<file path="src/rtl/cpu_step_ctrl_if.sv">
// Bus between the CPU step controller and its environment: raw operator
// inputs, CPU halt status, and the enable/debug outputs.
interface cpu_step_ctrl_if;
  logic        KEY_STEP;  // raw push-button, 0 = pressed
  logic        MODE_RUN;  // raw slide switch, 1 = run
  logic [2:0]  SPEED;     // run-rate select
  logic        HALT;      // CPU reports halted
  logic        CPU_EN;    // clock enable to CPU
  logic        RUNNING;   // FSM is in RUN
  logic        KEY_DB;    // debounced key level
  logic [15:0] STEP_CNT;  // issued enables, mod 2^16

  // Environment side: drives operator inputs and halt, observes outputs.
  modport master (
    output KEY_STEP, MODE_RUN, SPEED, HALT,
    input  CPU_EN, RUNNING, KEY_DB, STEP_CNT
  );

  // Controller side.
  modport slave (
    input  KEY_STEP, MODE_RUN, SPEED, HALT,
    output CPU_EN, RUNNING, KEY_DB, STEP_CNT
  );
endinterface

</file>
<file path="src/rtl/cpu_step_ctrl.sv">
// CPU clock-enable generator: debounced single-step button and run switch,
// run-mode rate divider, halt gating and an enable counter for debug display.
module cpu_step_ctrl #(
  parameter int DEBOUNCE_CYCLES = 1000000
) (
  input  logic          CLK1_50,
  input  logic          RST,
  cpu_step_ctrl_if.slave bus
);

  localparam int              CNT_W    = (DEBOUNCE_CYCLES > 1) ? $clog2(DEBOUNCE_CYCLES) : 1;
  localparam logic [CNT_W-1:0] CNT_LAST = CNT_W'(DEBOUNCE_CYCLES - 1);
  // Bit 0 = key (idles released/high), bit 1 = mode (idles in step mode/low).
  localparam logic [1:0]      RST_LVL  = 2'b01;

  typedef enum logic [1:0] {
    S_IDLE,
    S_STEP,
    S_RUN,
    S_HALTED
  } state_t;

  logic [1:0]  w_raw;
  logic [1:0]  w_db;
  logic        w_key_db;
  logic        w_mode_db;
  logic        w_cpu_en;
  logic [4:0]  w_shamt;
  logic [20:0] w_div_last;
  logic        w_speed_chg;
  logic [20:0] w_div_eff;
  logic        w_div_hit;

  state_t      r_state;
  logic        r_en;
  logic        r_running;
  logic        r_key_prev;
  logic        r_step_req;
  logic [20:0] r_div;
  logic [2:0]  r_speed_prev;
  logic [15:0] r_step_cnt;

  assign w_raw = {bus.MODE_RUN, bus.KEY_STEP};

  // One synchronizer + debouncer per asynchronous operator input.
  for (genvar gi = 0; gi < 2; gi++) begin : g_db
    logic             r_s1;
    logic             r_s2;
    logic             r_lvl;
    logic [CNT_W-1:0] r_cnt;

    // Two-flop synchronizer, then accept a new level only after it has been
    // seen on DEBOUNCE_CYCLES consecutive samples; any agreement with the
    // current level restarts the count.
    always_ff @(posedge CLK1_50) begin
      if (RST) begin
        r_s1  <= RST_LVL[gi];
        r_s2  <= RST_LVL[gi];
        r_lvl <= RST_LVL[gi];
        r_cnt <= '0;
      end else begin
        r_s1 <= w_raw[gi];
        r_s2 <= r_s1;
        if (r_s2 == r_lvl) begin
          r_cnt <= '0;
        end else if (r_cnt == CNT_LAST) begin
          r_lvl <= r_s2;
          r_cnt <= '0;
        end else begin
          r_cnt <= r_cnt + 1'b1;
        end
      end
    end

    assign w_db[gi] = r_lvl;
  end

  assign w_key_db  = w_db[0];
  assign w_mode_db = w_db[1];

  // Registered press detect: one-cycle request on a debounced 1->0 edge.
  always_ff @(posedge CLK1_50) begin
    if (RST) begin
      r_key_prev <= 1'b1;
      r_step_req <= 1'b0;
    end else begin
      r_key_prev <= w_key_db;
      r_step_req <= r_key_prev & ~w_key_db;
    end
  end

  // Period is 2^(3*SPEED); the terminal count P-1 is a mask of 3*SPEED ones.
  // Shifting by 21 at SPEED=7 empties the constant, giving the full 21-bit mask.
  assign w_shamt     = {2'b00, bus.SPEED} * 5'd3;
  assign w_div_last  = ~(21'h1FFFFF << w_shamt);
  assign w_speed_chg = (bus.SPEED != r_speed_prev);
  // A rate change restarts counting from zero in the same cycle, so the first
  // pulse at the new rate lands P cycles after the change.
  assign w_div_eff   = (r_state != S_RUN || w_speed_chg) ? 21'd0 : r_div;
  assign w_div_hit   = (w_div_eff == w_div_last);

  // Rate divider: held at zero outside RUN, wraps at P-1 while running.
  always_ff @(posedge CLK1_50) begin
    if (RST) begin
      r_div        <= '0;
      r_speed_prev <= '0;
    end else begin
      r_speed_prev <= bus.SPEED;
      if (r_state != S_RUN) begin
        r_div <= '0;
      end else if (w_div_hit) begin
        r_div <= '0;
      end else begin
        r_div <= w_div_eff + 21'd1;
      end
    end
  end

  // Control FSM; RUNNING and the raw enable are registered alongside the state
  // so they are valid in the same cycle as the state they describe.
  always_ff @(posedge CLK1_50) begin
    if (RST) begin
      r_state   <= S_IDLE;
      r_en      <= 1'b0;
      r_running <= 1'b0;
    end else begin
      r_en      <= 1'b0;
      r_running <= 1'b0;
      case (r_state)
        S_IDLE: begin
          if (bus.HALT) begin
            r_state <= S_HALTED;
          end else if (w_mode_db) begin
            r_state   <= S_RUN;
            r_running <= 1'b1;
          end else if (r_step_req) begin
            r_state <= S_STEP;
            r_en    <= 1'b1;
          end
        end
        S_STEP: begin
          r_state <= S_IDLE;
        end
        S_RUN: begin
          if (bus.HALT) begin
            r_state <= S_HALTED;
          end else if (!w_mode_db) begin
            r_state <= S_IDLE;
          end else begin
            r_running <= 1'b1;
            r_en      <= w_div_hit;
          end
        end
        S_HALTED: begin
          if (!bus.HALT) begin
            r_state <= S_IDLE;
          end
        end
        default: begin
          r_state <= S_IDLE;
        end
      endcase
    end
  end

  // Halt masks the enable combinationally so nothing leaks the cycle it rises.
  assign w_cpu_en = r_en & ~bus.HALT;

  // Count every cycle in which the CPU actually advanced.
  always_ff @(posedge CLK1_50) begin
    if (RST) begin
      r_step_cnt <= '0;
    end else if (w_cpu_en) begin
      r_step_cnt <= r_step_cnt + 16'd1;
    end
  end

  assign bus.CPU_EN   = w_cpu_en;
  assign bus.RUNNING  = r_running;
  assign bus.KEY_DB   = w_key_db;
  assign bus.STEP_CNT = r_step_cnt;

endmodule

</file>
<file path="src/flat_wrapper.sv">
// flat-port wrapper written by rule: the top's interface ports become plain ports
module cpu_step_ctrl_flat 
#(
  parameter int DEBOUNCE_CYCLES = 1000000
)
  (CLK1_50, RST, bus_KEY_STEP, bus_MODE_RUN, bus_SPEED, bus_HALT, bus_CPU_EN, bus_RUNNING, bus_KEY_DB, bus_STEP_CNT);
  cpu_step_ctrl_if bus_i ();
  input  logic CLK1_50;
  input  logic RST;
  input wire logic [$bits(bus_i.KEY_STEP)-1:0] bus_KEY_STEP;
  input wire logic [$bits(bus_i.MODE_RUN)-1:0] bus_MODE_RUN;
  input wire logic [$bits(bus_i.SPEED)-1:0] bus_SPEED;
  input wire logic [$bits(bus_i.HALT)-1:0] bus_HALT;
  output wire logic [$bits(bus_i.CPU_EN)-1:0] bus_CPU_EN;
  output wire logic [$bits(bus_i.RUNNING)-1:0] bus_RUNNING;
  output wire logic [$bits(bus_i.KEY_DB)-1:0] bus_KEY_DB;
  output wire logic [$bits(bus_i.STEP_CNT)-1:0] bus_STEP_CNT;
  assign bus_i.KEY_STEP = bus_KEY_STEP;
  assign bus_i.MODE_RUN = bus_MODE_RUN;
  assign bus_i.SPEED = bus_SPEED;
  assign bus_i.HALT = bus_HALT;
  assign bus_CPU_EN = bus_i.CPU_EN;
  assign bus_RUNNING = bus_i.RUNNING;
  assign bus_KEY_DB = bus_i.KEY_DB;
  assign bus_STEP_CNT = bus_i.STEP_CNT;
  cpu_step_ctrl #(.DEBOUNCE_CYCLES(DEBOUNCE_CYCLES)) u_core (.CLK1_50(CLK1_50), .RST(RST), .bus(bus_i));
endmodule
</file>
<file path="config.mk">
export PLATFORM = sky130hd
export DESIGN_NAME = cpu_step_ctrl_flat
export DESIGN_NICKNAME = d
export VERILOG_FILES = /design/src/rtl/cpu_step_ctrl_if.sv /design/src/rtl/cpu_step_ctrl.sv /design/src/flat_wrapper.sv
export SDC_FILE = /design/constraint.sdc
export NUM_CORES = 1
export LEC_CHECK = 0
export CAP_MARGIN = 10
export CORE_ASPECT_RATIO = 2
export CORE_MARGIN = 3
export CORE_UTILIZATION = 55
export CTS_CLUSTER_DIAMETER = 120
export DETAILED_ROUTE_END_ITERATION = 10
export GPL_ROUTABILITY_DRIVEN = 0
export GPL_TIMING_DRIVEN = 1
export MAX_ROUTING_LAYER = met4
export PLACE_DENSITY = 0.74
export RECOVER_POWER = 25
export SYNTH_ARGS = -nofsm -noshare
export SYNTH_HDL_FRONTEND = slang
export SYNTH_SLANG_ARGS = --single-unit
</file>
<file path="constraint.sdc">
create_clock -name CLK1_50 -period 4 [get_ports CLK1_50]
set_input_delay 0.4 -clock CLK1_50 [delete_from_list [all_inputs] [get_ports CLK1_50]]
set_output_delay 0.4 -clock CLK1_50 [all_outputs]
set_load 0.05 [all_outputs]
</file>
# After elaboration in Yosys (flattened, before gate mapping)
# Index checks and enable logic that the tools add are counted.
# classes
add_sub_neg	4
mul	1
n_eq_ne	13
shifts	1
muxes	15
bitwise	8
n_reduce_logical	10
# op_table
cell	n
20-bit by 1-bit adder with 20-bit output, second input constant	2
20-bit == test, second input constant	2
21-bit by 1-bit adder with 21-bit output, second input constant	1
21-bit == test	1
21-bit 2-to-1 mux	1
21-bit NOT	1
21-bit by 5-bit << shifter with 21-bit output, first input constant	1
16-bit by 1-bit adder with 16-bit output, second input constant	1
2-bit 2-to-1 mux	6
3-bit OR reduction	4
2-bit one-hot mux with 4 select lines	1
1-bit 2-to-1 mux	6
3-bit by 2-bit multiplier with 5-bit output, second input constant	1
1-bit NOT	5
2-bit == test, second input constant	2
2-bit inequality test, second input constant	2
4-bit by 2-bit inequality test with 1-bit output, second input constant	1
2-bit AND reduction	2
3-bit inequality test	1
3-bit inequality test, second input constant	1
3-bit AND reduction	1
1-bit bitwise AND	2
1-bit == test	2
2-bit by 1-bit == test with 1-bit output, second input constant	1
4 further kinds	4
# word_totals
reg_bits	92
out_inout_bits	19

# Longest topological paths before layout
# logic_depth
word_depth	7
ltp_mapped	12
ltp_nobuf	10

# Least setup slack after synthesis
# No wires, ideal clock.
# synth_timing
path_kind	input to register
start	input port bus_SPEED[1]
end	register u_core.r_div[20]
arrival_ns	2.787
path_slack_ns	1.073
cell_stages	11
path_cell_list	xor2_1 nor4_2 clkbuf_1 and2_1 ha_1 nand3_1 nor3_1 and3_1 nand4_1 xor2_1 nor3_2
# synth_via
elab_chain_cells	5
# synth_rtl
element	line_no	rtl
start, declared	flat_wrapper.sv:12	input wire logic [$bits(bus_i.SPEED)-1:0] bus_SPEED;
3-bit by 2-bit multiplier with 5-bit output / 3-bit inequality test (equally long branches)	cpu_step_ctrl.sv:94, cpu_step_ctrl.sv:96	
21-bit by 5-bit << shifter with 21-bit output / 1-bit logical OR (equally long branches)	cpu_step_ctrl.sv:95, cpu_step_ctrl.sv:99	
21-bit NOT / 21-bit 2-to-1 mux (equally long branches)	cpu_step_ctrl.sv:95, cpu_step_ctrl.sv:99	
21-bit == test	cpu_step_ctrl.sv:100	assign w_div_hit = (w_div_eff == w_div_last);
3-bit OR reduction (no source line)	-	
end signal, assigned	cpu_step_ctrl.sv:114	r_div <= w_div_eff + 21'd1;
end, declared	cpu_step_ctrl.sv:39	logic [20:0] r_div;
# Several ways; a longest one is shown, not always the timed one.
# A chain may end at the register's enable or synchronous reset.

# Final worst setup path
# layout_timing
start	input port bus_SPEED[1]
end	register u_core.r_div[18]
# The elaborated chain is that of the path after synthesis.

==> results.sh <==
export IMPL_cts_path_max_buffers=2
export IMPL_cts_tree="done"
export IMPL_r2r_slack_ns=1.23
export IMPL_maxUsedRoutingLayer="met4"
export IMPL_route_antenna_remaining_nets=0
export IMPL_timing_hold_violations_final=0
export IMPL_worstMarginPinSlew_ns=1.35
export IMPL_cts_post_setup_buffers_inserted=0
export IMPL_layout_cells_non_filler=672
export IMPL_final_cell_area_sq_um=5300
export IMPL_drt_pass1_iter_count=4
export IMPL_numPlacedInstances=657
export IMPL_post_route_period_util_pct=84.8
export IMPL_period_needed_ns=3.39
export IMPL_io_buffer_count=26
export IMPL_floorplan_die_width_um=71.0
export IMPL_worstSetupPathType="input pin to flop"
export IMPL_max_slew_margin_rel_pct=10.2
export IMPL_syn_num_nets=564
export IMPL_synthesis_yosys_warnings=0
export IMPL_hold_path_class="flop to flop"
export IMPL_floorplan_die_height_um=136
export IMPL_synth_seq_area_share_pct=39.7
export IMPL_layout_drive_gt1_share_pct=7.12
export IMPL_boundaryPins=27
export IMPL_layout_filler_cells=717
export IMPL_outcome="completed"
export IMPL_setup_viol_count_final=0
export IMPL_crit_required_ns=4.21
export IMPL_critPathCaptureType="flop"
export IMPL_avgRoutedWirePerCell_um=15.4
export IMPL_path_max_fanout=21
export IMPL_worst_clock_skew_ns=0.00447
export IMPL_powerDensity_nw_per_um2=356
export IMPL_synth_cell_type_count=48
export IMPL_cts_sink_count=92
export IMPL_pin_count_of_the_biggest_net_entering_global_routing=33
export IMPL_detail_route_wirelength_met1_um=3690
export IMPL_area_growth_syn_to_layout_pct=14.1
export IMPL_ys_dominant_reg_cell="sky130_fd_sc_hd__dfxtp_1"
export IMPL_timing_hold_worst_start="u_core.r_key_prev"
export IMPL_r2r_cells=10
export IMPL_cts_buffers_inserted=9
export IMPL_mostFrequentLayoutCells="92 x sky130_fd_sc_hd__dfxtp_1, 87 x sky130_fd_sc_hd__nor2_1, 39 x sky130_fd_sc_hd__xnor2_1, 39 x sky130_fd_sc_hd__xor2_1, 33 x sky130_fd_sc_hd__nand3_1"
export IMPL_placeable_area_sq_um=8060
export IMPL_yosys_register_bits=92
export IMPL_postSynth_asyncResetShare_pct=0
export IMPL_fin_setup_tns_ns=0
export IMPL_postCtsHoldBufs=0
export IMPL_clk_root_buffer_cell="sky130_fd_sc_hd__clkbuf_16"
export IMPL_met3_wirelength_from_detailed_routing_um=329
export IMPL_post_place_setup_slack_ns=0.304
export IMPL_timing_critical_path_from_type="input pin"
export IMPL_detail_route_iter0_violations=181
export IMPL_global_route_usage_total_pct=23.1
export IMPL_worst_skew_pair_late_latency_ns=0.33
export IMPL_first_pass_grt_wire_length_um=17300
export IMPL_syn_area_per_cell_sq_um=8.52
export IMPL_dr_wl_met2_um=5660
export IMPL_min_delay_path_depth=2
export IMPL_worst_endpoint_arrival_ns=3.60
export IMPL_effective_utilization_at_floorplan_pct=57.6
export IMPL_synth_edf_count=0
export IMPL_design_power_total_mw=1.89
export IMPL_post_cts_resize_count=0
export IMPL_ordered_cell_list_for_the_critical_path="clkdlybuf4s50_1 -> ha_1 -> inv_1 -> fa_1 -> nand2b_1 -> o21ai_0 -> xor2_1 -> a311o_1 -> nor4_1 -> a41o_1 -> buf_12 -> nor3b_1"
export IMPL_via_count=3886
export IMPL_post_route_drc_count=0
export IMPL_r2r_start="u_core.r_speed_prev[0]"
export IMPL_grt_overflow_total=0
export IMPL_post_synthesis_instance_area_sq_um=4640
export IMPL_rsz0062_at_grt="no"
export IMPL_diodes=0
export IMPL_grt_pass1_vias=3939
export IMPL_cts_htree_levels=3
export IMPL_highest_delay_cell_along_the_critical_path="sky130_fd_sc_hd__clkdlybuf4s50_1"
export IMPL_max_freq_mhz=295
export IMPL_path_clk_slew_ns=0.06
export IMPL_leakage_nw=1.83
export IMPL_min_setup_slack_post_route_ns=0.607
export IMPL_drt_wl_total_um=10400
export IMPL_layout_nets=591
export IMPL_placement_cell_area_sq_um=5010
export IMPL_cp_slowest_stage_delay_ns=0.57
export IMPL_drt_vias_per_instance=5.78
export IMPL_postSynthCellCount=545
export IMPL_final_seq_area_sq_um=1840
export IMPL_floorplan_rows=46
export IMPL_rr_endpoint="u_core.r_div[20]"
export IMPL_crit_family="compound AO/OA/AOI/OAI gates"
export IMPL_die_area_sq_um=9640
export IMPL_max_cap_violations=0
export IMPL_hpwl_um=7840
export IMPL_peakVddDrop_mv=0.312
export IMPL_timing_critical_path_buf_inv=3
export IMPL_hold_path_end="u_core.r_step_req"
export IMPL_final_common_cell="sky130_fd_sc_hd__dfxtp_1"
export IMPL_finalMaxSlewViolations=0
export IMPL_multi_input_area_sq_um=2640
export IMPL_grt_antenna_before_repair=0
[how the worst max path moves through the flow]
stage / start / end / slack, ns / cells after the start
3_5_place_dp: bus_SPEED[1] / u_core.r_div[18] / 0.30 / 11
4_1_cts: bus_SPEED[1] / u_core.r_div[18] / 0.66 / 11
6_report: bus_SPEED[1] / u_core.r_div[18] / 0.61 / 12
3_3_place_gp: bus_SPEED[0] / u_core.r_div[18] / 0.41 / 12
2_1_floorplan: bus_SPEED[1] / u_core.r_div[20] / 1.07 / 11
5_1_grt: bus_SPEED[1] / u_core.r_div[18] / 0.45 / 11
[power by group]
part / switching (mW) / internal [mW] / total, mW
combinational: 0.0915 / 0.0546 / 0.146
sequential: 0.00514 / 0.922 / 0.927
clock: 0.315 / 0.497 / 0.812
total: 0.411 / 1.47 / 1.89
[registers in the layout (all words and copies together), names as in the netlist]
| register | flops |
|---|---|
| u_core.g_db.r_cnt | 40 |
| u_core.r_div | 21 |
| u_core.bus.STEP_CNT | 16 |
| u_core.r_speed_prev | 3 |
| u_core.g_db.r_s1 | 2 |
| u_core.g_db.r_s2 | 2 |
| u_core.r_state | 2 |
| u_core.bus.KEY_DB | 1 |
| u_core.bus.RUNNING | 1 |
| u_core.g_db.r_lvl | 1 |
| u_core.r_en | 1 |
| u_core.r_key_prev | 1 |
| u_core.r_step_req | 1 |
[metal layers]
metal | global-route usage, % | up-vias
met3 | 4.29 | 47
met1 | 21.3 | 1812
met4 | 15.8 | 0
li1 | - | 1926
met2 | 41.7 | 101
met5 | - | -
[worst reg2reg max path, delay by kind of cell (launching register included)]
kind | cells | cell delay, ns
xor+xnor | 2 | 0.42
fa+ha+maj | 1 | 0.21
flops | 1 | 0.31
simple gates | 7 | 1.73
[cell type report]
class | count | share of cell area [%]
clock buffer | 13 | 4.73
clock inverter | 2 | 0.662
inverter | 19 | 1.35
multi-input combinational | 415 | 49.9
sequential | 92 | 34.8
tap | 96 | 2.27
timing repair buffer | 35 | 6.36
[Yosys cell counts, drive strengths merged (2+ instances only)]
| library cell | instances | area share, % |
|---|---|---|
| nor3 | 27 | 4.6 |
| and2 | 4 | 0.54 |
| xor2 | 39 | 7.4 |
| nor4 | 11 | 1.6 |
| a31oi | 4 | 0.54 |
| a21oi | 15 | 1.6 |
| or4 | 3 | 0.49 |
| ha | 10 | 2.7 |
| o21ai | 8 | 0.86 |
| inv | 19 | 1.5 |
| clkbuf | 13 | 1.1 |
| and4 | 4 | 0.75 |
| or3 | 7 | 0.94 |
| nand3 | 33 | 3.6 |
| and3 | 22 | 3.0 |
| or2 | 4 | 0.54 |
| a211o | 4 | 0.75 |
| nand4 | 15 | 2.0 |
| nand2 | 32 | 2.6 |
| nand2b | 6 | 0.81 |
| mux2i | 3 | 0.65 |
| nor3b | 2 | 0.32 |
| nor2 | 87 | 7.0 |
| nand3b | 5 | 0.81 |
| buf | 6 | 0.86 |
| a21o | 4 | 0.65 |
| xnor2 | 39 | 7.4 |
| nor2b | 8 | 1.1 |
| o211ai | 5 | 0.81 |
| dfxtp | 92 | 40 |
[kinds of logic (layout without fill, tap and decap cells)]
| group | after synthesis | in the layout | share of synthesized area, % |
|---|---|---|---|
| DFF | 92 | 92 | 39.7 |
| muxes | 3 | 3 | 0.647 |
| buffers and inverters | 38 | 69 | 3.45 |
| AOI/OAI and AO/OA | 51 | 51 | 7.28 |
| adders and majority gates | 11 | 11 | 3.13 |
| and+or+nand+nor | 272 | 272 | 31.1 |
| xor gates and xnor gates | 78 | 78 | 14.7 |
[stage by stage]
step / hold WS (ns) / utilization, %
after floorplan: 0.389 / -
after global placement: 0.396 / 62.2
after detailed placement: 0.417 / 62.2
after CTS: 0.423 / 65.8
after global routing: 0.431 / 65.7
final: 0.418 / 65.7
No activity file was read; power rests on OpenSTA's default activity.
